===== config.mk =====
export PLATFORM = sky130hd
export DESIGN_NAME = keypad_entry_buffer
export DESIGN_NICKNAME = d
export VERILOG_FILES = /design/src/rtl/keypad_pkg.sv /design/src/rtl/keypad_scanner.sv /design/src/rtl/keypad_entry_buffer.sv
export SDC_FILE = /design/constraint.sdc
export NUM_CORES = 1
export LEC_CHECK = 0
export CORE_MARGIN = 3
export CORE_UTILIZATION = 45
export CTS_BUF_LIST = sky130_fd_sc_hd__clkbuf_8
export CTS_CLUSTER_DIAMETER = 30
export DETAILED_ROUTE_END_ITERATION = 7
export PLACE_DENSITY = 0.66
export SYNTH_ARGS = -nofsm -noshare
export SYNTH_HDL_FRONTEND = slang
export SYNTH_SLANG_ARGS = --single-unit

===== constraint.sdc =====
create_clock -name clk -period 3.2 [get_ports clk]
set_input_delay 0.48 -clock clk [delete_from_list [all_inputs] [get_ports clk]]
set_output_delay 0.48 -clock clk [all_outputs]
set_load 0.005 [all_outputs]

===== src/rtl/keypad_pkg.sv =====
// Shared definitions for the matrix-keypad entry front end.
// Key codes, scanner state encoding and the (column, row) to code map.
package keypad_pkg;

    localparam logic [3:0] KEY_BKSP     = 4'hB;
    localparam logic [3:0] KEY_CLR      = 4'hC;
    localparam logic [3:0] KEY_ENTER    = 4'hE;
    localparam logic [3:0] EMPTY_NIBBLE = 4'hF;

    typedef enum logic [1:0] {
        SCAN,
        CONFIRM,
        HELD
    } scan_state_e;

    // Rows top to bottom: 1 2 3 A / 4 5 6 B / 7 8 9 C / 0 F E D
    function automatic logic [3:0] key_map(
        input logic [1:0] c,
        input logic [1:0] r
    );
        logic [3:0] k;
        case ({r, c})
            4'h0: k = 4'h1;
            4'h1: k = 4'h2;
            4'h2: k = 4'h3;
            4'h3: k = 4'hA;
            4'h4: k = 4'h4;
            4'h5: k = 4'h5;
            4'h6: k = 4'h6;
            4'h7: k = 4'hB;
            4'h8: k = 4'h7;
            4'h9: k = 4'h8;
            4'hA: k = 4'h9;
            4'hB: k = 4'hC;
            4'hC: k = 4'h0;
            4'hD: k = 4'hF;
            4'hE: k = 4'hE;
            default: k = 4'hD;
        endcase
        return k;
    endfunction

endpackage


===== src/rtl/keypad_scanner.sv =====
// Column scanner with slot divider and press/release debounce FSM.
// Emits one key_event per physical press; next-state event is exported.
module keypad_scanner
    import keypad_pkg::*;
#(
    parameter int SCAN_DIV = 100000,
    parameter int DEBOUNCE = 4
) (
    input  logic       clk,
    input  logic       rst,
    input  logic [3:0] row_i,
    output logic [3:0] col_o,
    output logic       key_event_o,
    output logic [3:0] key_code_o,
    output logic       event_d_o,
    output logic [3:0] code_d_o
);

    localparam int SW = (SCAN_DIV > 1) ? $clog2(SCAN_DIV) : 1;
    localparam int DW = $clog2(DEBOUNCE + 1);
    localparam logic [SW-1:0] SLOT_LAST = SW'(SCAN_DIV - 1);
    localparam logic [DW-1:0] DB_LAST   = DW'(DEBOUNCE);

    scan_state_e   state_q, state_d;
    logic [SW-1:0] slot_q;
    logic [3:0]    col_q, col_d;
    logic [1:0]    cand_q, cand_d;
    logic [DW-1:0] stable_q, stable_d;
    logic          key_event_q;
    logic [3:0]    key_code_q;

    logic          tick;
    logic          low_any;
    logic [1:0]    low_idx;
    logic [1:0]    col_idx;
    logic          evt_d;
    logic [3:0]    code_d;

    assign tick    = (slot_q == SLOT_LAST);
    assign low_any = (row_i != 4'hF);

    // Slot divider: free-running, wraps after the last cycle of a slot
    always_ff @(posedge clk) begin
        if (rst)
            slot_q <= '0;
        else if (tick)
            slot_q <= '0;
        else
            slot_q <= slot_q + SW'(1);
    end

    // Lowest active row and the index of the driven column
    always_comb begin
        low_idx = 2'd0;
        if (!row_i[0])      low_idx = 2'd0;
        else if (!row_i[1]) low_idx = 2'd1;
        else if (!row_i[2]) low_idx = 2'd2;
        else if (!row_i[3]) low_idx = 2'd3;
        col_idx = 2'd0;
        if (!col_q[0])      col_idx = 2'd0;
        else if (!col_q[1]) col_idx = 2'd1;
        else if (!col_q[2]) col_idx = 2'd2;
        else if (!col_q[3]) col_idx = 2'd3;
    end

    // Debounce FSM next state; only acts on sample ticks
    always_comb begin
        state_d  = state_q;
        col_d    = col_q;
        cand_d   = cand_q;
        stable_d = stable_q;
        evt_d    = 1'b0;
        code_d   = key_code_q;
        if (tick) begin
            unique case (state_q)
                SCAN: begin
                    if (low_any) begin
                        state_d  = CONFIRM;
                        cand_d   = low_idx;
                        stable_d = '0;
                    end else begin
                        col_d = {col_q[2:0], col_q[3]};
                    end
                end
                CONFIRM: begin
                    if (low_any && low_idx == cand_q) begin
                        if (stable_q + DW'(1) == DB_LAST) begin
                            evt_d    = 1'b1;
                            code_d   = key_map(col_idx, cand_q);
                            state_d  = HELD;
                            stable_d = '0;
                        end else begin
                            stable_d = stable_q + DW'(1);
                        end
                    end else begin
                        state_d  = SCAN;
                        col_d    = {col_q[2:0], col_q[3]};
                        stable_d = '0;
                    end
                end
                HELD: begin
                    if (low_any) begin
                        stable_d = '0;
                    end else if (stable_q + DW'(1) == DB_LAST) begin
                        state_d  = SCAN;
                        col_d    = {col_q[2:0], col_q[3]};
                        stable_d = '0;
                    end else begin
                        stable_d = stable_q + DW'(1);
                    end
                end
                default: begin
                    state_d  = SCAN;
                    stable_d = '0;
                end
            endcase
        end
    end

    // Scanner state, column drive and event registers
    always_ff @(posedge clk) begin
        if (rst) begin
            state_q     <= SCAN;
            col_q       <= 4'b1110;
            cand_q      <= 2'd0;
            stable_q    <= '0;
            key_event_q <= 1'b0;
            key_code_q  <= 4'h0;
        end else begin
            state_q     <= state_d;
            col_q       <= col_d;
            cand_q      <= cand_d;
            stable_q    <= stable_d;
            key_event_q <= evt_d;
            key_code_q  <= code_d;
        end
    end

    assign col_o       = col_q;
    assign key_event_o = key_event_q;
    assign key_code_o  = key_code_q;
    assign event_d_o   = evt_d;
    assign code_d_o    = code_d;

endmodule


===== src/rtl/keypad_entry_buffer.sv =====
// Keypad entry front end: BCD digit buffer with clear/backspace/enter.
// Completed entries are held valid until the consumer acknowledges.
module keypad_entry_buffer
    import keypad_pkg::*;
#(
    parameter int DIGITS     = 4,
    parameter int SCAN_DIV   = 100000,
    parameter int DEBOUNCE   = 4,
    parameter int ENTER_MODE = 0
) (
    input  logic                         clk,
    input  logic                         rst,
    input  logic [3:0]                   row,
    output logic [3:0]                   col,
    output logic [4*DIGITS-1:0]          value,
    output logic [$clog2(DIGITS+1)-1:0]  count,
    output logic                         value_valid,
    input  logic                         value_ack,
    output logic                         key_event,
    output logic [3:0]                   key_code
);

    localparam int CW = $clog2(DIGITS + 1);
    localparam int VW = 4 * DIGITS;
    localparam logic [CW-1:0] FULL = CW'(DIGITS);

    logic [VW-1:0] value_q, value_d;
    logic [CW-1:0] count_q, count_d;
    logic          valid_q, valid_d;
    logic          evt_d;
    logic [3:0]    code_d;
    logic [VW-1:0] shl, shr;

    keypad_scanner #(
        .SCAN_DIV (SCAN_DIV),
        .DEBOUNCE (DEBOUNCE)
    ) u_scan (
        .clk         (clk),
        .rst         (rst),
        .row_i       (row),
        .col_o       (col),
        .key_event_o (key_event),
        .key_code_o  (key_code),
        .event_d_o   (evt_d),
        .code_d_o    (code_d)
    );

    // Buffer next state; the event is applied on the edge that raises key_event
    always_comb begin
        value_d = value_q;
        count_d = count_q;
        valid_d = valid_q;
        shl = value_q << 4;
        shl[3:0] = code_d;
        shr = value_q >> 4;
        shr[VW-1 -: 4] = EMPTY_NIBBLE;
        if (value_ack && valid_q) begin
            value_d = {DIGITS{EMPTY_NIBBLE}};
            count_d = '0;
            valid_d = 1'b0;
        end else if (evt_d) begin
            unique case (1'b1)
                (code_d <= 4'h9): begin
                    if (!valid_q && count_q < FULL) begin
                        value_d = shl;
                        count_d = count_q + CW'(1);
                        if (ENTER_MODE == 0 && count_q + CW'(1) == FULL)
                            valid_d = 1'b1;
                    end
                end
                (code_d == KEY_BKSP): begin
                    if (!valid_q && count_q != '0) begin
                        value_d = shr;
                        count_d = count_q - CW'(1);
                    end
                end
                (code_d == KEY_CLR): begin
                    value_d = {DIGITS{EMPTY_NIBBLE}};
                    count_d = '0;
                    valid_d = 1'b0;
                end
                (code_d == KEY_ENTER): begin
                    if (ENTER_MODE != 0 && !valid_q && count_q != '0)
                        valid_d = 1'b1;
                end
                default: begin
                    valid_d = valid_q;
                end
            endcase
        end
    end

    // Buffer, count and handshake registers
    always_ff @(posedge clk) begin
        if (rst) begin
            value_q <= {DIGITS{EMPTY_NIBBLE}};
            count_q <= '0;
            valid_q <= 1'b0;
        end else begin
            value_q <= value_d;
            count_q <= count_d;
            valid_q <= valid_d;
        end
    end

    assign value       = value_q;
    assign count       = count_q;
    assign value_valid = valid_q;

endmodule


==> impl_metrics.tcl <==
set metrics [dict create \
    status "finished clean" \
    relSlewSlack 0.620 \
    p_leak_uw 0.00127 \
    synth_warnings 0 \
    top_cells_by_area_in_the_synthesized_netlist "dfxtp_1, nor2_1, ha_1" \
    synthesis.instances 327 \
    finish.utilization 0.566 \
    tritoncts_clock_tree "yes" \
    final_hold_viols 0 \
    first_global_vias 2282 \
    clock_power_share 0.403 \
    number_of_cells_upsized_or_downsized_after_cts 0 \
    post-cts-setup-buffer-count 0 \
    power.net_switching_uw 250 \
    crit_path_dat_ns 3.25 \
    drc 0 \
    final.min_clock_period_ns 3.00 \
    nets 385 \
    slew_viol_final 0 \
    clock_tree.buffer_depth 2 \
    endpoints_failing_setup 0 \
    synth.yosys.seq_area_share 0.379 \
    globalRouteOverflowTotal 0 \
    route.detailed.wl_per_inst_um 14.1 \
    share_comb_of_total_power 0.033 \
    groute.usage.overall 0.177 \
    sequential_cell_fraction_of_total_power 0.564 \
    final_layout_size_suffix_gt1_frac 0.0820 \
    number_of_synthesized_flops_with_an_enable_pin 0 \
    syn_area_um2 2800 \
    synth.distinct_cells 57 \
    detail-route-antenna-nets 0 \
    viasPerCell 5.42 \
    synthDominantCellAreaShare 0.379 \
    antennaDiodeCount 0 \
    clk_latency_ns 0.31 \
    register_bit_total_from_synthesis 53 \
    synth_top_area_cell "dfxtp_1" \
    crit_required_ns 3.45 \
    vertical_extent_of_the_die_um 84.9 \
    critical_path.endpoint_type "flop" \
    maximum_clock_frequency_mhz 333 \
    netSwitchingFraction 0.212 \
    dieWidth_um 84.9 \
    rsz0062_at_grt "false" \
    start_kind "flop" \
    tightest_slew_ns 0.570 \
    synth.net_count 347 \
    hold_path_class "flop to flop" \
    placementRows 28 \
    top_level_ports 36 \
    dpl.hpwl_mm 4.59 \
    placement.io_buffers 35 \
    vdd_drop_max_mv 0.248 \
    synth-main-ff-cell "dfxtp_1" \
    path_class "flop to flop" \
    die_footprint_um2 7200 \
    power.density_cell_area_nw_per_um2 350 \
    timing.setup.tns_ns 0 \
    clk_root_buffer_cell "clkbuf_8" \
    max_cap_violations 0 \
    maximum_number_of_pins_on_one_net_before_global_route_repair 21 \
    drt_first_iter_violations 70 \
    intPower_uw 929 \
    globalplace.congestion 0.784 \
    path_clk_slew_ns 0.10 \
    cts_num_sinks 53 \
    ys_async_sr_fraction 0 \
    cp_max_fo 8 \
    cts_made_buffers 5 \
    clock_skew_after_layout_ns 0.00844 \
    syn_to_layout_area_delta_pct 20.4 \
    core_um2 5960 \
    h-tree-depth 2 \
    detail_route.first_pass.iterations 4 \
    hold_bufs_at_cts 0 \
    wire_length_of_the_first_global_routing_pass_mm 10.4 \
    syn_avg_cell_area_um2 8.56 \
    initial_core_util 0.470 \
    final.period_utilization 0.937 \
    dr_total_vias 2391 \
    routed_wire_length_mm 6.22 \
    antenna_violations_before_repair 0 \
]
power groups by stage:
stage                     sequential, µW  combinational, µW  clock, µW
after floorplan                      680               23.3          0
after CTS                            665               38.7        481
final                                665               38.9        476
after detailed placement             681               38.4          0
after global placement               680               37.8          0
after global routing                 666               44.2        506
cells in the final DEF (no fill, tap or decap), drive strengths merged, types with 7 or more instances in the layout:
| cell | count |
|---|---|
| dfxtp | 53 |
| nor2 | 47 |
| clkdlybuf4s50 | 35 |
| nand2 | 33 |
| a21oi | 20 |
| nand3 | 16 |
| mux2i | 13 |
| ha | 13 |
| o21ai | 12 |
| inv | 12 |
| xor2 | 11 |
| buf | 8 |
| nand4 | 7 |
kinds of logic (layout without fill, tap and decap cells):
logic type / Yosys count / count (layout) / share of synthesized area
multiplexers: 18 / 18 / 0.0707
adder cells (fa/ha/maj): 13 / 13 / 0.0581
AND/OR/NAND/NOR: 140 / 140 / 0.249
buffers and inverters: 23 / 62 / 0.0344
AO/OA/AOI/OAI: 63 / 63 / 0.156
XOR/XNOR: 17 / 17 / 0.0532
flip-flops: 53 / 53 / 0.379
layer usage:
layer | vias to the layer above | share of wire | GRT usage
met1 | 1117 | 0.50 | 0.243
met2 | 38 | 0.46 | 0.282
met3 | 8 | 0.033 | 0.0379
li1 | 1228 | - | -
met4 | 0 | 0.012 | 0.0518
met5 | - | 0 | 0
critical path: stages (launching register included):
cell and delay [ns]:
dfxtp_1 0.48, nand2_1 0.11, a21o_2 0.22, ha_1 0.29
mux4_2 0.54, mux2_2 0.31, a22oi_4 0.26, nand3_4 0.17
or3_1 0.39, a21oi_1 0.15
state kept, by name, indices dropped and copies added (netlist names):
| register | flops |
|---|---|
| u_scan.cand_q | 2 |
| value_valid | 1 |
| u_scan.col_o | 4 |
| count | 3 |
| u_scan.key_code_o | 4 |
| value | 16 |
| u_scan.stable_q | 3 |
| u_scan.slot_q | 17 |
| u_scan.key_event_o | 1 |
| u_scan.state_q | 2 |
worst paths after layout:
kind / from / endpoint / slack [ns] / depth (start not counted)
max reg2reg: u_scan.col_o[0] / count[0] / 0.20 / 9
min: u_scan.slot_q[0] / u_scan.slot_q[0] / 0.47 / 1
min reg2reg: u_scan.slot_q[0] / u_scan.slot_q[0] / 0.47 / 1
max: u_scan.col_o[0] / count[0] / 0.20 / 9
stage by stage:
stage / hold slack [ns] / cell area [µm²] / std cells / setup WS [ns] / power (µW)
floorplan: 0.430 / 2800 / 327 / 0.488 / 703
global placement: 0.443 / 3250 / 433 / 0.177 / 718
detailed placement: 0.457 / 3250 / 433 / 0.105 / 719
CTS: 0.479 / 3360 / 441 / 0.0978 / 1180
global route: 0.502 / 3370 / 441 / 0.0245 / 1220
finish: 0.469 / 3370 / 441 / 0.200 / 1180
synth_stat cells, types with 2 or more instances:
library cell  instances
a211o_1               3
a211oi_1              3
a21o_1                3
a21oi_1              20
and3_1                6
and4_1                3
buf_2                 2
buf_4                 2
clkbuf_1              7
dfxtp_1              53
ha_1                 13
inv_1                10
mux2_2                4
mux2i_1              13
nand2_1              33
nand2b_1              3
nand3_1              15
nand4_1               7
nor2_1               47
nor2b_1               4
nor3_1                4
nor3b_1               2
nor4_1                2
nor4bb_1              2
o21ai_0              12
o221ai_1              2
o31a_1                2
o32a_1                3
or2_2                 3
or3_1                 2
xnor2_1               6
xor2_1               11
area by class of cell:
type                            instances  area [µm²]
Multi-Input combinational cell        251        1650
Tap cell                               75        93.8
Timing Repair Buffer                   43         410
Clock inverter                          2        33.8
Sequential cell                        53        1060
Fill cell                             589        2590
Clock buffer                            6        82.6
Inverter                               11        41.3
(Power assumes the default switching activity.)
